<file path="src/rtl/qft_phase_rotator_pipe_pkg.sv">
// ---------------------------------------------------------------------------
// qft_pkg
// Shared fixed-point helpers for the QFT phase rotator.
//   * Q-format width helpers (coefficient fraction bits, output width, shift)
//   * default-width localparams and named twiddle constants for COEF_W = 12
//   * round-half-up + saturate function used by qft_round_sat
// No ports (package).
// ---------------------------------------------------------------------------
package qft_pkg;

    // Default datapath widths.
    localparam int DATA_W_DEF   = 8;
    localparam int COEF_W_DEF   = 12;
    localparam int OUT_FRAC_DEF = 5;
    localparam int TAG_W_DEF    = 4;

    // Coefficients are Q2.(COEF_W-2): two integer bits including sign.
    function automatic int coef_frac_f(input int coef_w);
        return coef_w - 2;
    endfunction

    // One extra integer bit absorbs the |cos|+|sin| growth of the rotation.
    function automatic int out_w_f(input int data_w, input int out_frac);
        return data_w + 1 + out_frac;
    endfunction

    // Number of fraction bits dropped between the sums and the output.
    function automatic int sh_f(input int coef_w, input int out_frac);
        return coef_frac_f(coef_w) - out_frac;
    endfunction

    localparam int COEF_FRAC = coef_frac_f(COEF_W_DEF);
    localparam int OUT_W     = out_w_f(DATA_W_DEF, OUT_FRAC_DEF);
    localparam int SH        = sh_f(COEF_W_DEF, OUT_FRAC_DEF);

    // Twiddle constants for COEF_W = 12 (1.0 and cos(pi/4) in Q2.10).
    localparam int ONE        = 1024;
    localparam int HALF_SQRT2 = 724;

    typedef struct packed {
        logic [63:0] val;   // saturated value, sign-extended to 64 bits
        logic        sat;   // saturation was applied
    } round_sat_t;

    // Round half toward +inf, then clamp to a signed out_w-bit range.
    // Works on a 64-bit container so one function serves every width.
    function automatic round_sat_t round_sat(input logic signed [63:0] x,
                                             input int                 sh,
                                             input int                 out_w);
        logic signed [63:0] rnd;
        logic signed [63:0] max_v;
        logic signed [63:0] min_v;
        round_sat_t         res;
        rnd   = (sh > 0) ? ((x + (64'sd1 <<< (sh - 1))) >>> sh) : x;
        max_v = (64'sd1 <<< (out_w - 1)) - 64'sd1;
        min_v = -(64'sd1 <<< (out_w - 1));
        if (rnd > max_v) begin
            res.val = max_v;
            res.sat = 1'b1;
        end else if (rnd < min_v) begin
            res.val = min_v;
            res.sat = 1'b1;
        end else begin
            res.val = rnd;
            res.sat = 1'b0;
        end
        return res;
    endfunction

endpackage

</file>
<file path="src/rtl/qft_phase_rotator_pipe_if.sv">
// ---------------------------------------------------------------------------
// qft_phase_rotator_pipe_if
// Sample-in / sample-out stream bundle of the phase rotator.
//   s_valid/s_ready/s_r/s_i/s_cos/s_sin/s_conj/s_tag : input stream
//   m_valid/m_ready/m_r/m_i/m_sat/m_tag              : output stream
// Modports: slave  = the rotator (consumes s_*, produces m_*)
//           master = its environment (produces s_*, consumes m_*)
// ---------------------------------------------------------------------------
interface qft_phase_rotator_pipe_if
    import qft_pkg::*;
#(
    parameter int DATA_W   = DATA_W_DEF,
    parameter int COEF_W   = COEF_W_DEF,
    parameter int OUT_FRAC = OUT_FRAC_DEF,
    parameter int TAG_W    = TAG_W_DEF
);
    localparam int OUT_W = out_w_f(DATA_W, OUT_FRAC);

    logic                     s_valid;
    logic                     s_ready;
    logic signed [DATA_W-1:0] s_r;
    logic signed [DATA_W-1:0] s_i;
    logic signed [COEF_W-1:0] s_cos;
    logic signed [COEF_W-1:0] s_sin;
    logic                     s_conj;
    logic [TAG_W-1:0]         s_tag;

    logic                     m_valid;
    logic                     m_ready;
    logic signed [OUT_W-1:0]  m_r;
    logic signed [OUT_W-1:0]  m_i;
    logic                     m_sat;
    logic [TAG_W-1:0]         m_tag;

    modport slave (
        input  s_valid, s_r, s_i, s_cos, s_sin, s_conj, s_tag, m_ready,
        output s_ready, m_valid, m_r, m_i, m_sat, m_tag
    );

    modport master (
        output s_valid, s_r, s_i, s_cos, s_sin, s_conj, s_tag, m_ready,
        input  s_ready, m_valid, m_r, m_i, m_sat, m_tag
    );

endinterface

</file>
<file path="src/rtl/qft_round_sat.sv">
// ---------------------------------------------------------------------------
// qft_round_sat
// Combinational round-half-up + saturate for one rotated component.
//   x   in  IN_W  full-precision signed sum
//   y   out OUT_W rounded, saturated result
//   sat out 1     y was clamped
// ---------------------------------------------------------------------------
module qft_round_sat
    import qft_pkg::*;
#(
    parameter int IN_W  = 22,
    parameter int SH    = 5,
    parameter int OUT_W = 14
) (
    input  logic signed [IN_W-1:0]  x,
    output logic signed [OUT_W-1:0] y,
    output logic                    sat
);
    round_sat_t res;
    logic       unused_hi;

    assign res = round_sat(64'(x), SH, OUT_W);
    assign y   = res.val[OUT_W-1:0];
    assign sat = res.sat;

    // After saturation the upper bits are only sign copies.
    assign unused_hi = ^res.val[63:OUT_W];

endmodule

</file>
<file path="src/rtl/qft_phase_rotator_pipe.sv">
// ---------------------------------------------------------------------------
// qft_phase_rotator_pipe
// 3-stage complex phase rotator: out = in * (cos +/- j sin).
//   clk  : rising-edge clock
//   rst  : synchronous, active-high reset
//   bus  : stream bundle (slave side), see qft_phase_rotator_pipe_if
// Stage 1 registers the sample and the (optionally negated) sin, stage 2 the
// four products, stage 3 the rounded/saturated sums. Each stage moves when
// the next one is empty or moving, so bubbles collapse and a stalled output
// holds its value.
// ---------------------------------------------------------------------------
module qft_phase_rotator_pipe
    import qft_pkg::*;
#(
    parameter int DATA_W   = DATA_W_DEF,
    parameter int COEF_W   = COEF_W_DEF,
    parameter int OUT_FRAC = OUT_FRAC_DEF,
    parameter int TAG_W    = TAG_W_DEF
) (
    input  logic                       clk,
    input  logic                       rst,
    qft_phase_rotator_pipe_if.slave    bus
);
    localparam int OUT_W  = out_w_f(DATA_W, OUT_FRAC);
    localparam int SHIFT  = sh_f(COEF_W, OUT_FRAC);
    localparam int SIN_W  = COEF_W + 1;           // room for -(-2^(COEF_W-1))
    localparam int PROD_W = DATA_W + COEF_W + 1;
    localparam int SUM_W  = PROD_W + 1;

    // Handshake / advance terms.
    logic rdy1, rdy2, rdy3;
    logic load1, load2, load3;
    logic s_ready;

    // Stage valids.
    logic v1_d, v1_q, v2_d, v2_q, v3_d, v3_q;

    // Stage 1 state.
    logic signed [DATA_W-1:0] r1_d, r1_q, i1_d, i1_q;
    logic signed [COEF_W-1:0] cos1_d, cos1_q;
    logic signed [SIN_W-1:0]  sin1_d, sin1_q;
    logic [TAG_W-1:0]         tag1_d, tag1_q;
    logic signed [SIN_W-1:0]  sin_x;

    // Stage 2 state.
    logic signed [PROD_W-1:0] prc_d, prc_q, pis_d, pis_q;
    logic signed [PROD_W-1:0] pic_d, pic_q, prs_d, prs_q;
    logic [TAG_W-1:0]         tag2_d, tag2_q;
    logic signed [PROD_W-1:0] r_x, i_x, cos_x, sin_e_x;

    // Stage 3 state (drives the output port).
    logic signed [SUM_W-1:0]  re_s, im_s;
    logic signed [OUT_W-1:0]  re_rs, im_rs;
    logic                     re_sat, im_sat;
    logic signed [OUT_W-1:0]  m_r_d, m_r_q, m_i_d, m_i_q;
    logic                     m_sat_d, m_sat_q;
    logic [TAG_W-1:0]         m_tag_d, m_tag_q;

    // -------------------------------------------------------------------
    // Flow control and next-state logic
    // -------------------------------------------------------------------
    // NOTE: every always_comb output gets a value on every path (here by
    // straight-line assignment or a hold-term mux), so no latch is inferred.
    always_comb begin
        rdy3    = ~v3_q | bus.m_ready;
        rdy2    = ~v2_q | rdy3;
        rdy1    = ~v1_q | rdy2;
        s_ready = ~rst & rdy1;

        load1 = bus.s_valid & s_ready;
        load2 = v1_q & rdy2;
        load3 = v2_q & rdy3;

        v1_d = load1 | (v1_q & ~rdy2);
        v2_d = load2 | (v2_q & ~rdy3);
        v3_d = load3 | (v3_q & ~bus.m_ready);

        // Stage 1: capture the sample; negate sin at one extra bit.
        sin_x  = SIN_W'(bus.s_sin);
        r1_d   = load1 ? bus.s_r   : r1_q;
        i1_d   = load1 ? bus.s_i   : i1_q;
        cos1_d = load1 ? bus.s_cos : cos1_q;
        sin1_d = load1 ? (bus.s_conj ? -sin_x : sin_x) : sin1_q;
        tag1_d = load1 ? bus.s_tag : tag1_q;

        // Stage 2: four full-precision products.
        r_x     = PROD_W'(r1_q);
        i_x     = PROD_W'(i1_q);
        cos_x   = PROD_W'(cos1_q);
        sin_e_x = PROD_W'(sin1_q);
        prc_d   = load2 ? r_x * cos_x   : prc_q;
        pis_d   = load2 ? i_x * sin_e_x : pis_q;
        pic_d   = load2 ? i_x * cos_x   : pic_q;
        prs_d   = load2 ? r_x * sin_e_x : prs_q;
        tag2_d  = load2 ? tag1_q : tag2_q;

        // Stage 3: complex sum, then round/saturate below.
        re_s    = SUM_W'(prc_q) - SUM_W'(pis_q);
        im_s    = SUM_W'(pic_q) + SUM_W'(prs_q);
        m_r_d   = load3 ? re_rs              : m_r_q;
        m_i_d   = load3 ? im_rs              : m_i_q;
        m_sat_d = load3 ? (re_sat | im_sat)  : m_sat_q;
        m_tag_d = load3 ? tag2_q             : m_tag_q;
    end

    qft_round_sat #(.IN_W(SUM_W), .SH(SHIFT), .OUT_W(OUT_W)) u_rs_re (
        .x   (re_s),
        .y   (re_rs),
        .sat (re_sat)
    );

    qft_round_sat #(.IN_W(SUM_W), .SH(SHIFT), .OUT_W(OUT_W)) u_rs_im (
        .x   (im_s),
        .y   (im_rs),
        .sat (im_sat)
    );

    // -------------------------------------------------------------------
    // Control and output registers (reset)
    // -------------------------------------------------------------------
    // NOTE: non-blocking assignments in clocked blocks so every flop samples
    // the pre-edge value of its neighbours, independent of statement order.
    always_ff @(posedge clk) begin
        if (rst) begin
            v1_q    <= 1'b0;
            v2_q    <= 1'b0;
            v3_q    <= 1'b0;
            m_r_q   <= '0;
            m_i_q   <= '0;
            m_sat_q <= 1'b0;
            m_tag_q <= '0;
        end else begin
            v1_q    <= v1_d;
            v2_q    <= v2_d;
            v3_q    <= v3_d;
            m_r_q   <= m_r_d;
            m_i_q   <= m_i_d;
            m_sat_q <= m_sat_d;
            m_tag_q <= m_tag_d;
        end
    end

    // -------------------------------------------------------------------
    // Internal datapath registers (no reset)
    // -------------------------------------------------------------------
    // NOTE: intermediate data needs no reset; its stage valid already
    // qualifies it, and leaving it out keeps reset fan-out small.
    always_ff @(posedge clk) begin
        r1_q   <= r1_d;
        i1_q   <= i1_d;
        cos1_q <= cos1_d;
        sin1_q <= sin1_d;
        tag1_q <= tag1_d;
        prc_q  <= prc_d;
        pis_q  <= pis_d;
        pic_q  <= pic_d;
        prs_q  <= prs_d;
        tag2_q <= tag2_d;
    end

    assign bus.s_ready = s_ready;
    assign bus.m_valid = v3_q;
    assign bus.m_r     = m_r_q;
    assign bus.m_i     = m_i_q;
    assign bus.m_sat   = m_sat_q;
    assign bus.m_tag   = m_tag_q;

endmodule

</file>
<file path="src/flat_wrapper.sv">
// flat-port wrapper written by rule: the top's interface ports become plain ports
module qft_phase_rotator_pipe_flat import qft_pkg::*;
#(
    parameter int DATA_W   = DATA_W_DEF,
    parameter int COEF_W   = COEF_W_DEF,
    parameter int OUT_FRAC = OUT_FRAC_DEF,
    parameter int TAG_W    = TAG_W_DEF
)
  (clk, rst, bus_s_valid, bus_s_r, bus_s_i, bus_s_cos, bus_s_sin, bus_s_conj, bus_s_tag, bus_m_ready, bus_s_ready, bus_m_valid, bus_m_r, bus_m_i, bus_m_sat, bus_m_tag);
  qft_phase_rotator_pipe_if #(.DATA_W(DATA_W), .COEF_W(COEF_W), .OUT_FRAC(OUT_FRAC), .TAG_W(TAG_W)) bus_i ();
  input  logic clk;
  input  logic rst;
  input wire logic [$bits(bus_i.s_valid)-1:0] bus_s_valid;
  input wire logic [$bits(bus_i.s_r)-1:0] bus_s_r;
  input wire logic [$bits(bus_i.s_i)-1:0] bus_s_i;
  input wire logic [$bits(bus_i.s_cos)-1:0] bus_s_cos;
  input wire logic [$bits(bus_i.s_sin)-1:0] bus_s_sin;
  input wire logic [$bits(bus_i.s_conj)-1:0] bus_s_conj;
  input wire logic [$bits(bus_i.s_tag)-1:0] bus_s_tag;
  input wire logic [$bits(bus_i.m_ready)-1:0] bus_m_ready;
  output wire logic [$bits(bus_i.s_ready)-1:0] bus_s_ready;
  output wire logic [$bits(bus_i.m_valid)-1:0] bus_m_valid;
  output wire logic [$bits(bus_i.m_r)-1:0] bus_m_r;
  output wire logic [$bits(bus_i.m_i)-1:0] bus_m_i;
  output wire logic [$bits(bus_i.m_sat)-1:0] bus_m_sat;
  output wire logic [$bits(bus_i.m_tag)-1:0] bus_m_tag;
  assign bus_i.s_valid = bus_s_valid;
  assign bus_i.s_r = bus_s_r;
  assign bus_i.s_i = bus_s_i;
  assign bus_i.s_cos = bus_s_cos;
  assign bus_i.s_sin = bus_s_sin;
  assign bus_i.s_conj = bus_s_conj;
  assign bus_i.s_tag = bus_s_tag;
  assign bus_i.m_ready = bus_m_ready;
  assign bus_s_ready = bus_i.s_ready;
  assign bus_m_valid = bus_i.m_valid;
  assign bus_m_r = bus_i.m_r;
  assign bus_m_i = bus_i.m_i;
  assign bus_m_sat = bus_i.m_sat;
  assign bus_m_tag = bus_i.m_tag;
  qft_phase_rotator_pipe #(.DATA_W(DATA_W), .COEF_W(COEF_W), .OUT_FRAC(OUT_FRAC), .TAG_W(TAG_W)) u_core (.clk(clk), .rst(rst), .bus(bus_i));
endmodule
</file>
<file path="config.mk">
export PLATFORM = sky130hd
export DESIGN_NAME = qft_phase_rotator_pipe_flat
export DESIGN_NICKNAME = d
export VERILOG_FILES = /design/src/rtl/qft_phase_rotator_pipe_pkg.sv /design/src/rtl/qft_phase_rotator_pipe_if.sv /design/src/rtl/qft_round_sat.sv /design/src/rtl/qft_phase_rotator_pipe.sv /design/src/flat_wrapper.sv
export SDC_FILE = /design/constraint.sdc
export NUM_CORES = 1
export LEC_CHECK = 0
export CORE_AREA = 2 2 264 266
export DETAILED_ROUTE_END_ITERATION = 8
export DIE_AREA = 0 0 266 268
export PLACE_DENSITY = 0.55
export SLEW_MARGIN = 40
export SYNTH_ARGS = -nofsm -noshare
export SYNTH_HDL_FRONTEND = slang
export SYNTH_SLANG_ARGS = --single-unit
</file>
<file path="constraint.sdc">
create_clock -name clk -period 7.7 [get_ports clk]
set_input_delay 1.54 -clock clk [delete_from_list [all_inputs] [get_ports clk]]
set_output_delay 1.54 -clock clk [all_outputs]
set_load 0.005 [all_outputs]
</file>
==> results.toml <==
[setup_path]
required_ns = 7.94
crit-reg2reg-capture = "u_core.prc_q[19]"
crit_path_max_incr_delay_ns = 0.72
worst_r2r_path_depth = 17
timing.critical_path.buf_inv = 5
crit-reg2reg-launch = "u_core.r1_q[7]"
cp_slowest_cell = "sky130_fd_sc_hd__fa_1"
timing.reg2reg.setup_slack_ns = 1.74
worst_path_maximum_fanout = 23
worst_setup_path_end_kind = "register"
path_delay_family = "adder cells"
criticalPathCategory = "register to register"
type_of_element_launching_the_critical_path = "register"
arrival_ns = 6.20
cp_cell_sequence = "clkinv_1, fa_1, fa_1, inv_1, fa_1, inv_1, fa_1, inv_1, ha_1, inv_1, o21ai_0, a211oi_1, o31ai_1, o41ai_1, o2111ai_1, a21oi_1, xnor2_1"

[routing]
route.vias.total = 15700
ant_nets = 0
drtIter0Drc = 807
routed_wl_um = 52500
detailedRoute.firstPassIterationCount = 5
detail_route.drc_violations = 0
met3_length_um = 2250
wl_met1_um = 24100
route.detailed.vias_per_inst = 4.79
met2_length_um = 25200
maxUsedRoutingLayer = "met4"
routed_wire_length_per_instance_um = 16.0

[clock_network]
number_of_buffers_inserted_by_hold_repair_at_cts = 0
clock_insertion_delay_worst_skew_ns = 0.50
cts.path.max_buffers = 2
cts_sinks = 167
clock_tree_from_tritoncts = "built"
cts_resized = 0
cts_made_buffers = 17
cts-htree-levels = 4
post-cts-setup-buffer-count = 0
clockRootBuffer = "sky130_fd_sc_hd__clkbuf_16"
clk_transition_reported_paths_ns = 0.08

[pwr]
powerDensity_nw_per_um2 = 424
vdd.ir_drop.worst_uv = 230
cellLeakagePower_nw = 11.4
p_total_mw = 10.5

[hold_path]
min_path_cells = 0
worst_hold_class = "register to register"
holdCritStartpoint = "u_core.tag1_q[1]"
worst_hold_endpoint = "u_core.tag2_q[1]"

[global_route]
grt_pass1_wl_um = 87500
grt_max_degree = 83
antenna_found_initial = 1
via_count_of_the_first_global_routing_pass = 16900
groute.usage.overall = 0.158
globalRouteOverflowTotal = 0

[synthesis]
synth_async_sr_flop_share = 0
post_synth_edffs = 131
postSynthCellCount = 2320
ys_seq_elements = 167
post-synth-top-area-cell = "sky130_fd_sc_hd__fa_1"
fraction_of_synthesized_cell_area_taken_by_the_top_area_cell_type = 0.294
portion_of_the_post_synthesis_area_used_by_sequential_elements = 0.209
netlist_area_um2 = 22300
synth.net_count = 2930
count_of_different_cell_masters_after_synthesis = 61
ys.flop_type = "sky130_fd_sc_hd__edfxtp_1"
yosys-top-cells-area = "sky130_fd_sc_hd__fa_1 29%, sky130_fd_sc_hd__edfxtp_1 18%, sky130_fd_sc_hd__ha_1 13%"
yosys_warnings = 0
synthesis.area_per_instance_um2 = 9.62

[timing]
post-route-worst-setup-slack_ns = 1.74
fin_crit_sh = 0.774
timing.clock.skew_ns = 0.0144
maxSlewViolCount = 0
fin_crit_ns = 5.96
setup_viol_count_final = 0
hold_slack_ns = 0.423
setup_total_negative_slack_ns = 0
fmax_mhz = 168
slew-limit-headroom = 0.438
hold_viol = 0
worst-slew-pin-transition_ns = 0.844
grt_setup_unrepaired = "no"

[place]
pre_cts_slack_ns = 1.95
finalWeightedCongestion = 0.814
place.detailed.hpwl_um = 42100
instance_area_after_placement_um2 = 24200
port-buffer-count = 83

[flow_run]
count_of_max_cap_constraint_violations = 0

[floorplan]
floorplan.die.width_um = 266
total_die_area_um2 = 71300
placeableCoreArea_um2 = 68200
boundary_pins = 84
rows = 96
die_h_um = 268
floorplan.initialDensity = 0.327

[status]
status = "finished, final reports clean"

[cells_and_area]
nets = 2984
area.sequential_um2 = 4650
area.growth.synth_to_final_pct = 11.3
multi_input_comb_area_um2 = 15600
final_area_um2 = 24800
post_route_cells_drive_above_1_share = 0.0318
fill_cells = 6889
==> routing by layer <==
metal | track usage | vias to the layer above
met4 | 0.0399 | 0
li1 | - | 7371
met3 | 0.0339 | 45
met2 | 0.265 | 236
met1 | 0.208 | 8005
met5 | 0 | -
==> registers in the layout (all words and copies together), names as in the netlist <==
name / count
u_core.bus.m_i: 14
u_core.v2_q: 1
u_core.prc_q: 20
u_core.sin1_q: 13
u_core.bus.m_tag: 4
u_core.prs_q: 21
u_core.r1_q: 8
u_core.bus.m_sat: 1
u_core.pis_q: 21
u_core.bus.m_valid: 1
u_core.i1_q: 8
u_core.bus.m_r: 14
u_core.tag2_q: 4
u_core.tag1_q: 4
u_core.pic_q: 20
u_core.cos1_q: 12
u_core.v1_q: 1
==> where the power goes <==
group / switching [mW] / leakage, nW / internal [mW]
Combinational: 4.51 / 9.61 / 3.42
Clock: 0.459 / 0.288 / 0.431
Sequential: 0.175 / 1.52 / 1.53
==> per-stage QoR <==
step,utilization,instances
6_report,0.364,3270
5_1_grt,0.364,3269
4_1_cts,0.363,3265
3_5_place_dp,0.354,3233
3_3_place_gp,0.353,3226
2_1_floorplan,-,2320
==> kinds of logic after synthesis <==
family / Yosys count / synth area share
AOI/OAI and AO/OA: 236 / 0.0713
and+or+nand+nor: 676 / 0.155
xor gates and xnor gates: 113 / 0.0444
DFF: 167 / 0.209
buffers and inverters: 567 / 0.0962
adders and majority gates: 561 / 0.425
==> synthesized netlist by cell type, types with 6 or more instances <==
| master | count |
|---|---|
| sky130_fd_sc_hd__o31ai_1 | 14 |
| sky130_fd_sc_hd__a31oi_1 | 7 |
| sky130_fd_sc_hd__inv_1 | 496 |
| sky130_fd_sc_hd__and2_1 | 251 |
| sky130_fd_sc_hd__nor2_1 | 123 |
| sky130_fd_sc_hd__ha_1 | 233 |
| sky130_fd_sc_hd__o21ai_0 | 42 |
| sky130_fd_sc_hd__a21oi_1 | 54 |
| sky130_fd_sc_hd__clkbuf_1 | 66 |
| sky130_fd_sc_hd__a211oi_1 | 35 |
| sky130_fd_sc_hd__nand3_1 | 26 |
| sky130_fd_sc_hd__a21o_1 | 19 |
| sky130_fd_sc_hd__xor2_1 | 21 |
| sky130_fd_sc_hd__xnor2_1 | 92 |
| sky130_fd_sc_hd__nor3_1 | 19 |
| sky130_fd_sc_hd__edfxtp_1 | 131 |
| sky130_fd_sc_hd__nand2_1 | 178 |
| sky130_fd_sc_hd__dfxtp_1 | 36 |
| sky130_fd_sc_hd__or3_1 | 15 |
| sky130_fd_sc_hd__o21a_1 | 8 |
| sky130_fd_sc_hd__fa_1 | 328 |
| sky130_fd_sc_hd__o21bai_1 | 6 |
| sky130_fd_sc_hd__and3_1 | 7 |
| sky130_fd_sc_hd__nor2b_1 | 16 |
| sky130_fd_sc_hd__nand2b_1 | 17 |
==> cell usage in the layout, fill, tap and decap left out, types with 5 or more instances in the layout <==
master,instances
sky130_fd_sc_hd__dfxtp_1,36
sky130_fd_sc_hd__or3_1,15
sky130_fd_sc_hd__nand3_1,26
sky130_fd_sc_hd__or2_2,5
sky130_fd_sc_hd__xnor2_1,92
sky130_fd_sc_hd__o31ai_1,14
sky130_fd_sc_hd__o21a_1,8
sky130_fd_sc_hd__nand2b_1,17
sky130_fd_sc_hd__a31oi_1,7
sky130_fd_sc_hd__and3_1,7
sky130_fd_sc_hd__and2_1,250
sky130_fd_sc_hd__inv_1,494
sky130_fd_sc_hd__a21o_1,19
sky130_fd_sc_hd__nand4_1,5
sky130_fd_sc_hd__a211oi_1,35
sky130_fd_sc_hd__buf_6,8
sky130_fd_sc_hd__nor2_1,123
sky130_fd_sc_hd__fa_1,328
sky130_fd_sc_hd__buf_4,11
sky130_fd_sc_hd__nor2b_1,14
sky130_fd_sc_hd__xor2_1,21
sky130_fd_sc_hd__a21boi_0,5
sky130_fd_sc_hd__nand2_1,178
sky130_fd_sc_hd__o21bai_1,6
sky130_fd_sc_hd__ha_1,233
sky130_fd_sc_hd__clkbuf_16,17
sky130_fd_sc_hd__nor3_1,19
sky130_fd_sc_hd__edfxtp_1,131
sky130_fd_sc_hd__o21ai_0,42
sky130_fd_sc_hd__clkdlybuf4s50_1,83
sky130_fd_sc_hd__a311oi_1,5
sky130_fd_sc_hd__a21oi_1,54
==> worst max-delay path by stage <==
stage | startpoint | to | slack [ns] | depth (start not counted)
after CTS | u_core.i1_q[7] | u_core.pic_q[18] | 1.90 | 17
final | u_core.r1_q[7] | u_core.prc_q[19] | 1.74 | 17
after detailed placement | u_core.i1_q[7] | u_core.pic_q[18] | 1.95 | 17
after global routing | u_core.r1_q[7] | u_core.prc_q[19] | 1.41 | 17
after floorplan | bus_m_ready | u_core.pic_q[0] | 1.55 | 3
after global placement | u_core.i1_q[7] | u_core.pic_q[18] | 1.90 | 17
==> layout make-up <==
type                       instances  share of cell area
tap                              882              0.0444
antenna                            1            0.000101
clock inverter                    15             0.00635
clock buffer                      17              0.0171
sequential                       167               0.187
timing repair buffer             106              0.0433
multi-input combinational       1586               0.626
inverter                         496              0.0749
==> worst register-to-register path, stage by stage, from the launching register on <==
cell	delay, ns
sky130_fd_sc_hd__edfxtp_1	0.45
sky130_fd_sc_hd__clkinv_1	0.67
sky130_fd_sc_hd__fa_1	0.73
sky130_fd_sc_hd__fa_1	0.51
sky130_fd_sc_hd__inv_1	0.06
sky130_fd_sc_hd__fa_1	0.54
sky130_fd_sc_hd__inv_1	0.05
sky130_fd_sc_hd__fa_1	0.47
sky130_fd_sc_hd__inv_1	0.04
sky130_fd_sc_hd__ha_1	0.31
sky130_fd_sc_hd__inv_1	0.06
sky130_fd_sc_hd__o21ai_0	0.12
sky130_fd_sc_hd__a211oi_1	0.37
sky130_fd_sc_hd__o31ai_1	0.18
sky130_fd_sc_hd__o41ai_1	0.66
sky130_fd_sc_hd__o2111ai_1	0.22
sky130_fd_sc_hd__a21oi_1	0.21
sky130_fd_sc_hd__xnor2_1	0.07
Note: power is estimated with default switching activity, not from simulation.
